**src/rtl/cpu6_memarb_if.sv**
```systemverilog
// Bundles the cpu6 fetch, load/store and RAM-side signals of the memory arbiter.
// The slave modport is the arbiter's view; the master modport is the core/RAM side.
interface cpu6_memarb_if #(
    parameter int XLEN = 32
);
    logic            if_req;
    logic [XLEN-1:0] if_addr;
    logic            if_kill;
    logic            if_gnt;
    logic            if_rvalid;
    logic [XLEN-1:0] if_rdata;
    logic            ls_req;
    logic            ls_we;
    logic [XLEN-1:0] ls_addr;
    logic [XLEN-1:0] ls_wdata;
    logic            ls_gnt;
    logic            ls_rvalid;
    logic [XLEN-1:0] ls_rdata;
    logic            mem_en;
    logic            mem_we;
    logic [XLEN-1:0] mem_addr;
    logic [XLEN-1:0] mem_wdata;
    logic [XLEN-1:0] mem_rdata;
    logic            busy;

    modport slave (
        input  if_req, if_addr, if_kill, ls_req, ls_we, ls_addr, ls_wdata, mem_rdata,
        output if_gnt, if_rvalid, if_rdata, ls_gnt, ls_rvalid, ls_rdata,
        output mem_en, mem_we, mem_addr, mem_wdata, busy
    );

    modport master (
        output if_req, if_addr, if_kill, ls_req, ls_we, ls_addr, ls_wdata, mem_rdata,
        input  if_gnt, if_rvalid, if_rdata, ls_gnt, ls_rvalid, ls_rdata,
        input  mem_en, mem_we, mem_addr, mem_wdata, busy
    );
endinterface

```
**src/rtl/cpu6_memarb.sv**
```systemverilog
// Arbitrates one single-port synchronous RAM between cpu6 fetch (IF) and load/store (LS).
// LS has priority, a starve counter forces IF through, and if_kill drops stale fetch data.
module cpu6_memarb #(
    parameter int XLEN        = 32,
    parameter int WAIT_CYCLES = 0,
    parameter int STARVE_MAX  = 4
) (
    input logic           clk,
    input logic           reset,
    cpu6_memarb_if.slave  bus
);
    localparam logic [1:0] ST_IDLE  = 2'd0;
    localparam logic [1:0] ST_WAIT  = 2'd1;
    localparam logic [1:0] ST_RESP  = 2'd2;
    localparam logic [1:0] OWN_NONE = 2'd0;
    localparam logic [1:0] OWN_IF   = 2'd1;
    localparam logic [1:0] OWN_LS   = 2'd2;
    localparam logic [2:0] WAIT_INIT  = 3'(WAIT_CYCLES);
    localparam logic [3:0] STARVE_LIM = 4'(STARVE_MAX);

    logic [1:0]      state_r,  state_nxt_s;
    logic [2:0]      wcnt_r,   wcnt_nxt_s;
    logic [3:0]      starve_r, starve_nxt_s;
    logic [1:0]      owner_r,  owner_nxt_s;
    logic            kill_r,   kill_nxt_s;
    logic            free_s, force_if_s, if_gnt_s, ls_gnt_s, gnt_any_s, gnt_rd_s;
    logic [1:0]      gnt_own_s;
    logic            mem_en_s, mem_we_s;
    logic [XLEN-1:0] mem_addr_s, mem_wdata_s;
    logic            resp_s, if_rvalid_s, ls_rvalid_s;

    assign free_s     = (state_r == ST_IDLE) || (state_r == ST_RESP);
    assign force_if_s = (starve_r == STARVE_LIM) && bus.if_req;

    // Grant selection; gated by reset so nothing leaks onto the RAM while reset is held
    always_comb begin
        if_gnt_s = 1'b0;
        ls_gnt_s = 1'b0;
        if (free_s && reset) begin
            if (bus.ls_req && !force_if_s) begin
                ls_gnt_s = 1'b1;
            end else if (bus.if_req) begin
                if_gnt_s = 1'b1;
            end else begin
                if_gnt_s = 1'b0;
            end
        end else begin
            ls_gnt_s = 1'b0;
        end
    end

    assign gnt_any_s = if_gnt_s || ls_gnt_s;
    assign gnt_rd_s  = if_gnt_s || (ls_gnt_s && !bus.ls_we);
    assign gnt_own_s = if_gnt_s ? OWN_IF : ((ls_gnt_s && !bus.ls_we) ? OWN_LS : OWN_NONE);

    // RAM command mux for the granted requester
    always_comb begin
        mem_en_s    = 1'b0;
        mem_we_s    = 1'b0;
        mem_addr_s  = {XLEN{1'b0}};
        mem_wdata_s = {XLEN{1'b0}};
        if (ls_gnt_s) begin
            mem_en_s    = 1'b1;
            mem_we_s    = bus.ls_we;
            mem_addr_s  = bus.ls_addr;
            mem_wdata_s = bus.ls_wdata;
        end else if (if_gnt_s) begin
            mem_en_s    = 1'b1;
            mem_addr_s  = bus.if_addr;
        end else begin
            mem_en_s    = 1'b0;
        end
    end

    // Next-state logic: a write keeps owner NONE so its wait window ends in IDLE, not RESP
    always_comb begin
        state_nxt_s = state_r;
        wcnt_nxt_s  = wcnt_r;
        owner_nxt_s = owner_r;
        if (gnt_any_s) begin
            owner_nxt_s = gnt_own_s;
            if (WAIT_INIT == 3'd0) begin
                state_nxt_s = gnt_rd_s ? ST_RESP : ST_IDLE;
                wcnt_nxt_s  = 3'd0;
            end else begin
                state_nxt_s = ST_WAIT;
                wcnt_nxt_s  = WAIT_INIT;
            end
        end else begin
            case (state_r)
                ST_IDLE: begin
                    owner_nxt_s = OWN_NONE;
                end
                ST_WAIT: begin
                    if (wcnt_r <= 3'd1) begin
                        state_nxt_s = (owner_r == OWN_NONE) ? ST_IDLE : ST_RESP;
                        wcnt_nxt_s  = 3'd0;
                    end else begin
                        wcnt_nxt_s  = wcnt_r - 3'd1;
                    end
                end
                ST_RESP: begin
                    state_nxt_s = ST_IDLE;
                    owner_nxt_s = OWN_NONE;
                end
                default: begin
                    state_nxt_s = ST_IDLE;
                    wcnt_nxt_s  = 3'd0;
                    owner_nxt_s = OWN_NONE;
                end
            endcase
        end
    end

    // Starve counter: counts LS wins over a waiting fetch, saturating at the limit
    always_comb begin
        if (ls_gnt_s && bus.if_req) begin
            starve_nxt_s = (starve_r >= STARVE_LIM) ? STARVE_LIM : (starve_r + 4'd1);
        end else if (if_gnt_s || !bus.if_req) begin
            starve_nxt_s = 4'd0;
        end else begin
            starve_nxt_s = starve_r;
        end
    end

    // Kill flag: a kill on the granting edge wins over the RESP-cycle clear
    always_comb begin
        if (if_gnt_s && bus.if_kill) begin
            kill_nxt_s = 1'b1;
        end else if (state_r == ST_RESP) begin
            kill_nxt_s = 1'b0;
        end else if ((state_r == ST_WAIT) && (owner_r == OWN_IF) && bus.if_kill) begin
            kill_nxt_s = 1'b1;
        end else begin
            kill_nxt_s = kill_r;
        end
    end

    // Arbiter state registers
    always_ff @(posedge clk or negedge reset) begin
        if (!reset) begin
            state_r  <= ST_IDLE;
            wcnt_r   <= 3'd0;
            starve_r <= 4'd0;
            owner_r  <= OWN_NONE;
            kill_r   <= 1'b0;
        end else begin
            state_r  <= state_nxt_s;
            wcnt_r   <= wcnt_nxt_s;
            starve_r <= starve_nxt_s;
            owner_r  <= owner_nxt_s;
            kill_r   <= kill_nxt_s;
        end
    end

    assign resp_s      = (state_r == ST_RESP);
    assign if_rvalid_s = resp_s && (owner_r == OWN_IF) && !kill_r && !bus.if_kill;
    assign ls_rvalid_s = resp_s && (owner_r == OWN_LS);

    assign bus.if_gnt    = if_gnt_s;
    assign bus.ls_gnt    = ls_gnt_s;
    assign bus.if_rvalid = if_rvalid_s;
    assign bus.ls_rvalid = ls_rvalid_s;
    assign bus.if_rdata  = if_rvalid_s ? bus.mem_rdata : {XLEN{1'b0}};
    assign bus.ls_rdata  = ls_rvalid_s ? bus.mem_rdata : {XLEN{1'b0}};
    assign bus.mem_en    = mem_en_s;
    assign bus.mem_we    = mem_we_s;
    assign bus.mem_addr  = mem_addr_s;
    assign bus.mem_wdata = mem_wdata_s;
    assign bus.busy      = (state_r == ST_WAIT);
endmodule

```
**src/flat_wrapper.sv**
```systemverilog
// flat-port wrapper written by rule: the top's interface ports become plain ports
module cpu6_memarb_flat 
#(
    parameter int XLEN        = 32,
    parameter int WAIT_CYCLES = 0,
    parameter int STARVE_MAX  = 4
)
  (clk, reset, bus_if_req, bus_if_addr, bus_if_kill, bus_ls_req, bus_ls_we, bus_ls_addr, bus_ls_wdata, bus_mem_rdata, bus_if_gnt, bus_if_rvalid, bus_if_rdata, bus_ls_gnt, bus_ls_rvalid, bus_ls_rdata, bus_mem_en, bus_mem_we, bus_mem_addr, bus_mem_wdata, bus_busy);
  cpu6_memarb_if #(.XLEN(XLEN)) bus_i ();
  input logic clk;
  input logic reset;
  input wire logic [$bits(bus_i.if_req)-1:0] bus_if_req;
  input wire logic [$bits(bus_i.if_addr)-1:0] bus_if_addr;
  input wire logic [$bits(bus_i.if_kill)-1:0] bus_if_kill;
  input wire logic [$bits(bus_i.ls_req)-1:0] bus_ls_req;
  input wire logic [$bits(bus_i.ls_we)-1:0] bus_ls_we;
  input wire logic [$bits(bus_i.ls_addr)-1:0] bus_ls_addr;
  input wire logic [$bits(bus_i.ls_wdata)-1:0] bus_ls_wdata;
  input wire logic [$bits(bus_i.mem_rdata)-1:0] bus_mem_rdata;
  output wire logic [$bits(bus_i.if_gnt)-1:0] bus_if_gnt;
  output wire logic [$bits(bus_i.if_rvalid)-1:0] bus_if_rvalid;
  output wire logic [$bits(bus_i.if_rdata)-1:0] bus_if_rdata;
  output wire logic [$bits(bus_i.ls_gnt)-1:0] bus_ls_gnt;
  output wire logic [$bits(bus_i.ls_rvalid)-1:0] bus_ls_rvalid;
  output wire logic [$bits(bus_i.ls_rdata)-1:0] bus_ls_rdata;
  output wire logic [$bits(bus_i.mem_en)-1:0] bus_mem_en;
  output wire logic [$bits(bus_i.mem_we)-1:0] bus_mem_we;
  output wire logic [$bits(bus_i.mem_addr)-1:0] bus_mem_addr;
  output wire logic [$bits(bus_i.mem_wdata)-1:0] bus_mem_wdata;
  output wire logic [$bits(bus_i.busy)-1:0] bus_busy;
  assign bus_i.if_req = bus_if_req;
  assign bus_i.if_addr = bus_if_addr;
  assign bus_i.if_kill = bus_if_kill;
  assign bus_i.ls_req = bus_ls_req;
  assign bus_i.ls_we = bus_ls_we;
  assign bus_i.ls_addr = bus_ls_addr;
  assign bus_i.ls_wdata = bus_ls_wdata;
  assign bus_i.mem_rdata = bus_mem_rdata;
  assign bus_if_gnt = bus_i.if_gnt;
  assign bus_if_rvalid = bus_i.if_rvalid;
  assign bus_if_rdata = bus_i.if_rdata;
  assign bus_ls_gnt = bus_i.ls_gnt;
  assign bus_ls_rvalid = bus_i.ls_rvalid;
  assign bus_ls_rdata = bus_i.ls_rdata;
  assign bus_mem_en = bus_i.mem_en;
  assign bus_mem_we = bus_i.mem_we;
  assign bus_mem_addr = bus_i.mem_addr;
  assign bus_mem_wdata = bus_i.mem_wdata;
  assign bus_busy = bus_i.busy;
  cpu6_memarb #(.XLEN(XLEN), .WAIT_CYCLES(WAIT_CYCLES), .STARVE_MAX(STARVE_MAX)) u_core (.clk(clk), .reset(reset), .bus(bus_i));
endmodule
```
**config.mk**
```make
export PLATFORM = sky130hd
export DESIGN_NAME = cpu6_memarb_flat
export DESIGN_NICKNAME = d
export VERILOG_FILES = /design/src/rtl/cpu6_memarb_if.sv /design/src/rtl/cpu6_memarb.sv /design/src/flat_wrapper.sv
export SDC_FILE = /design/constraint.sdc
export NUM_CORES = 1
export LEC_CHECK = 0
export ABC_AREA = 1
export BUFFER_PORTS_ARGS = -buffer_cell sky130_fd_sc_hd__clkbuf_2
export CORE_AREA = 2 2 105 107
export CTS_BUF_LIST = sky130_fd_sc_hd__clkbuf_4
export CTS_CLUSTER_SIZE = 14
export DETAILED_ROUTE_END_ITERATION = 7
export DIE_AREA = 0 0 107 109
export PLACE_DENSITY = 0.48
export SYNTH_ARGS = -nofsm -noshare
export SYNTH_HDL_FRONTEND = slang
export SYNTH_SLANG_ARGS = --single-unit
```
**constraint.sdc**
```tcl
create_clock -name clk -period 2 [get_ports clk]
set_clock_uncertainty 0.1 [all_clocks]
set_input_delay 0.6 -clock clk [delete_from_list [all_inputs] [get_ports clk]]
set_output_delay 0.6 -clock clk [all_outputs]
set_load 0.05 [all_outputs]
```
Word level (Yosys, flattened, before mapping)
Cells that the tools add are included.
{ "word_totals": {"ff_bits": 12, "elab_cells": 76} }
{ "classes": {"add_sub_neg": 2, "magnitude_cmp": 2, "n_eq_ne": 9, "n_mux": 31, "reduce_logical": 27} }
{ "ops": {"columns": ["cell", "n"], "rows": [
  ["32-bit 2-to-1 mux", 5],
  ["2-bit 2-to-1 mux", 8],
  ["1-bit logical AND", 12],
  ["4-bit 2-to-1 mux", 3],
  ["1-bit 2-to-1 mux", 11],
  ["3-bit 2-to-1 mux", 2],
  ["2-bit by 1-bit inequality test with 1-bit output (second input constant)", 3],
  ["3-bit case mux with 2 select lines", 1],
  ["1-bit logical NOT", 5],
  ["4-bit by 1-bit adder with 4-bit output (second input constant)", 1],
  ["2-bit by 1-bit equality test with 1-bit output (second input constant)", 2],
  ["2-bit equality test (second input constant)", 2],
  ["4-bit by 3-bit equality test with 1-bit output (second input constant)", 1],
  ["4-bit by 3-bit greater-or-equal comparator with 1-bit output (second input constant)", 1],
  ["2-bit logical NOT", 2],
  ["1-bit logical OR", 4],
  ["2-bit case mux with 2 select lines", 1],
  ["3-bit by 1-bit less-or-equal comparator with 1-bit output (second input constant)", 1],
  ["3-bit by 1-bit inequality test with 1-bit output (second input constant)", 1],
  ["3-bit nonzero test", 1],
  ["3-bit by 1-bit subtractor with 3-bit output (second input constant)", 1],
  ["2-bit AND reduction", 1],
  ["2-bit nonzero test", 1],
  ["2-bit OR reduction", 1]
]} }

Logic depth before layout (Yosys ltp)
{ "depth": {"depth_word": 10, "ltp_mapped": 9, "ltp_nobuf": 8} }

Least setup slack after synthesis
Ideal clock, no wire load.
{ "synth_timing": {"path_kind": "in2out", "startpoint": "input port bus_if_kill", "endpoint": "output port bus_if_rdata[19]", "arrival_ns": 1.800, "t_required_ns": 1.300, "path_slack_ns": -0.500, "cell_stages": 4, "path_cell_list": "nor3_1 nand3_1 clkbuf_1 nor2_1"} }
{ "synth_between": {"elab_chain_cells": 3} }
{ "synth_rtl": {"columns": ["element", "line", "rtl"], "rows": [
  ["from (decl)", "flat_wrapper.sv:14", "input wire logic [$bits(bus_i.if_kill)-1:0] bus_if_kill;"],
  ["1-bit logical NOT", "cpu6_memarb.sv:157", "assign if_rvalid_s = resp_s && (owner_r == OWN_IF) && !kill_r && !bus.if_kill;"],
  ["1-bit logical AND", "cpu6_memarb.sv:157", null],
  ["32-bit 2-to-1 mux", "cpu6_memarb.sv:164", "assign bus.if_rdata = if_rvalid_s ? bus.mem_rdata : {XLEN{1'b0}};"],
  ["to (decl)", "flat_wrapper.sv:22", "output wire logic [$bits(bus_i.if_rdata)-1:0] bus_if_rdata;"]
]} }
Every way passes these cells.

Final worst setup path
{ "layout_timing": {"startpoint": "register u_core.starve_r[0]", "endpoint": "output port bus_mem_addr[16]"} }
{ "layout_between": {"elab_chain_cells": 8} }
{ "layout_rtl": {"columns": ["element", "line", "rtl"], "rows": [
  ["from (decl)", "cpu6_memarb.sv:23", "logic [3:0] starve_r, starve_nxt_s;"],
  ["from (signal assigned)", "cpu6_memarb.sv:150", "starve_r <= starve_nxt_s;"],
  ["4-bit by 3-bit equality test with 1-bit output *", "cpu6_memarb.sv:33", "assign force_if_s = (starve_r == STARVE_LIM) && bus.if_req;"],
  ["1-bit logical AND *", "cpu6_memarb.sv:33", null],
  ["1-bit logical NOT *", "cpu6_memarb.sv:40", "if (bus.ls_req && !force_if_s) begin"],
  ["1-bit logical AND *", "cpu6_memarb.sv:40", null],
  ["1-bit 2-to-1 mux", "cpu6_memarb.sv:40", null],
  ["1-bit 2-to-1 mux", "cpu6_memarb.sv:39", "if (free_s && reset) begin"],
  ["32-bit 2-to-1 mux", "cpu6_memarb.sv:67", "end else if (if_gnt_s) begin"],
  ["32-bit 2-to-1 mux *", "cpu6_memarb.sv:62", "if (ls_gnt_s) begin"],
  ["to (decl)", "flat_wrapper.sv:28", "output wire logic [$bits(bus_i.mem_addr)-1:0] bus_mem_addr;"]
]} }
Mark *: on every way between the ends. The rest lies on a longest branch, timed or not.

==> impl_metrics.csv <==
group,metric,value,unit
final_layout,drive_gt1_share,78.3,%
clock_network,cts-root-buf,"clkbuf_4",
clock_network,insertion_delay,0.26,ns
global_route,grt_use_total,18.6,%
die,core,0.0106,mm²
detailed_routing,vias,3416,
final_layout,final_cells,777,
die,die_y,109,µm
detailed_routing,drt-initial-drc-count,100,
sta,holdWs,0.217,ns
synthesis,ys_seq_elements,8,
final_layout,final_area,0.00686,mm²
sta,max_freq,0.407,GHz
synthesis,synth_warnings,0,
placement,numPortBuffers,267,
critical_path,path_cells,"inv_1 -> ha_2 -> nand2_4 -> inv_4 -> nand2_8 -> nand2_8 -> buf_12 -> nand3_2 -> nand2_4 -> clkbuf_16",
synthesis,synthCells,345,
synthesis,synth_top_cell_area_share,20.0,%
critical_path,cp_slowest_stage_delay,0.38,ns
placement,dp_worst_setup_slack,-0.426,ns
synthesis,synth.area.top_cells,"nor2_1 20%, inv_1 17%, nand4_1 13%",
sta,fin_crit,2.46,ns
synthesis,synth_fp_nets,481,
final_layout,syn2layout_area_growth,297,%
final_layout,antenna_cells,0,
synthesis,ys_seq_area_share,11.6,%
clock_network,clockBufferDepth,2,
clock_network,cts_sinks,8,
die,rows,38,
synthesis,syn_avg_cell_area,5.01,µm²
pwr,power_density,230,mW/mm²
sta,slew_violations,0,
synthesis,synth_edf_count,0,
pwr,ir_drop,0.000172,V
clock_network,clk_pin_slew,0.06,ns
placement,placed_cells,756,
placement,gp_congestion,0.804,
placement,place_area,0.00473,mm²
synthesis,yosysTopAreaCell,"nor2_1",
detailed_routing,routed_via_density,4.40,
clock_network,cts_max_level,1,
critical_path,cp.buffers_inverters,4,
synthesis,ys_async_sr_fraction,100,%
critical_path,cp-end-kind,"output pin",
sta,grt_setup_unrepaired,"yes",
synthesis,synth_area,0.00173,mm²
critical_path,crit_fanout,11,
run_status,status,"finished, violations left",
clock_network,cts_made_buffers,3,
die,die_x,107,µm
global_route,grt.overflow.total,0,
pwr,p_leak,0.00323,µW
synthesis,ys_top_cells_by_count,"92 x nor2_1, 80 x inv_1, 45 x nand2_1, 37 x nand3_1, 36 x nand4_1",
global_route,first_global_vias,3489,
die,dieArea,0.0117,mm²
detailed_routing,ant_nets,0,
detailed_routing,wire_per_inst,15.7,µm
final_layout,nNetsFinal,775,
synthesis,yosys.cell_types.count,19,
flow_run,maxCapViolCount,0,
clock_network,cts_hold_buf,0,
global_route,grt_pass1_wl,17300,µm
global_route,grt_max_degree,24,
synthesis,synthMostInstantiatedCell,"nor2_1",
run_status,violations,"setup timing",
die,initial_core_util,16.3,%
sta,setup_viol,134,
critical_path,worst_setup_path_start_kind,"flop",
critical_path,critical_path_arrival,1.76,ns
detailed_routing,routed_wl,12200,µm
detailed_routing,dr.pass1.iters,4,
critical_path,cp_slowest_cell,"dfrtp_1",
critical_path,path_delay_family,"simple AND/OR/NAND/NOR gates",
sta,min_period_over_period,123,%
die,ios,269,
detailed_routing,route.detailed.drc,0,
synthesis,synth_ff_type,"dfrtp_1",
critical_path,cp.required,1.30,ns
sta,hold_viol,0,
min_path,min_path_type,"primary input to asynchronous set/reset pin",
sta,finalWorstSetupSlack,-0.456,ns
clock_network,cts_tree,"yes",
critical_path,path_class,"flop to output pin",
placement,dp_hpwl,7950,µm
global_route,antenna_found_initial,0,
-- logic make-up (layout without fill, tap and decap cells) --
group                    count (synthesis)  in the layout  synth area share [%]
flip-flops                               8              8                  11.6
adder cells (fa/ha/maj)                  2              2                  1.45
buffers and inverters                  109            401                  27.2
AND/OR/NAND/NOR                        225            225                  59.6
other                                    1              1                 0.217
-- timing repair --
item / in CTS / in global routing
resized for setup: 303 / 136
setup endpoints to repair: 134 / 134
endpoints found under the hold margin: 0 / 0
cloned: 8 / 5
buffers inserted: 5 / 4
pin swaps: 2 / 16
-- sequential cells by signal (all words and copies together) (netlist names) --
| signal | flops |
|---|---|
| u_core.owner_r | 2 |
| u_core.kill_r | 1 |
| u_core.state_r | 1 |
| u_core.starve_r | 4 |
-- area by class of cell --
type,count,area (µm²)
multi-input combinational,228,2290
sequential,8,200
timing repair buffer,317,3840
inverter,81,333
fill,772,3740
tap,140,175
clock buffer,3,22.5
-- final timing paths --
check	startpoint	slack, ns	cells after the start	to
worst max-delay path	u_core.starve_r[0]	-0.46	10	bus_mem_addr[16]
worst min-delay path	reset	0.22	2	u_core.owner_r[0]
worst max register to register	u_core.starve_r[0]	0.36	11	u_core.state_r[1]
worst min register to register	u_core.starve_r[2]	0.41	2	u_core.starve_r[2]
max in group asynchronous	reset	1.16	4	u_core.starve_r[1]
min in group clk	u_core.starve_r[2]	0.41	2	u_core.starve_r[2]
-- report_power, final --
| group | internal (µW) | total (µW) | switching (µW) |
|---|---|---|---|
| registers | 169 | 177 | 7.81 |
| logic | 559 | 1270 | 712 |
| clock network | 69.1 | 130 | 61.4 |
| total | 797 | 1580 | 781 |
-- layer usage --
metal  part of all wire, %  vias to the layer above  GRT usage (%)  routed length [µm]
met5                     0                        -              0                   0
met4                   1.8                        0           3.62                 216
met3                   8.4                       19           4.78                1020
met2                    57                      179           38.3                6940
met1                    33                     1585           18.5                4050
li1                      -                     1633              -                   -
-- stage by stage --
stage	power, µW	TNS (ns)	util, %
6_report	1580	-42.30	64.7
5_1_grt	1640	-50.98	64.7
4_1_cts	1500	-41.39	60.8
3_5_place_dp	1130	-30.76	44.6
3_3_place_gp	1120	-29.81	44.6
2_1_floorplan	771	-16.28	-
-- layout by cell type (no fill, tap or decap), drive strengths merged --
cell,count
nand4,36
nor2,102
nor3,1
ha,2
clkbuf,165
clkinvlp,3
inv,77
dfrtp,8
nand3,38
conb,1
nand2,47
nand3b,1
buf,155
clkinv,1
No activity file was read; power rests on OpenSTA's default activity.
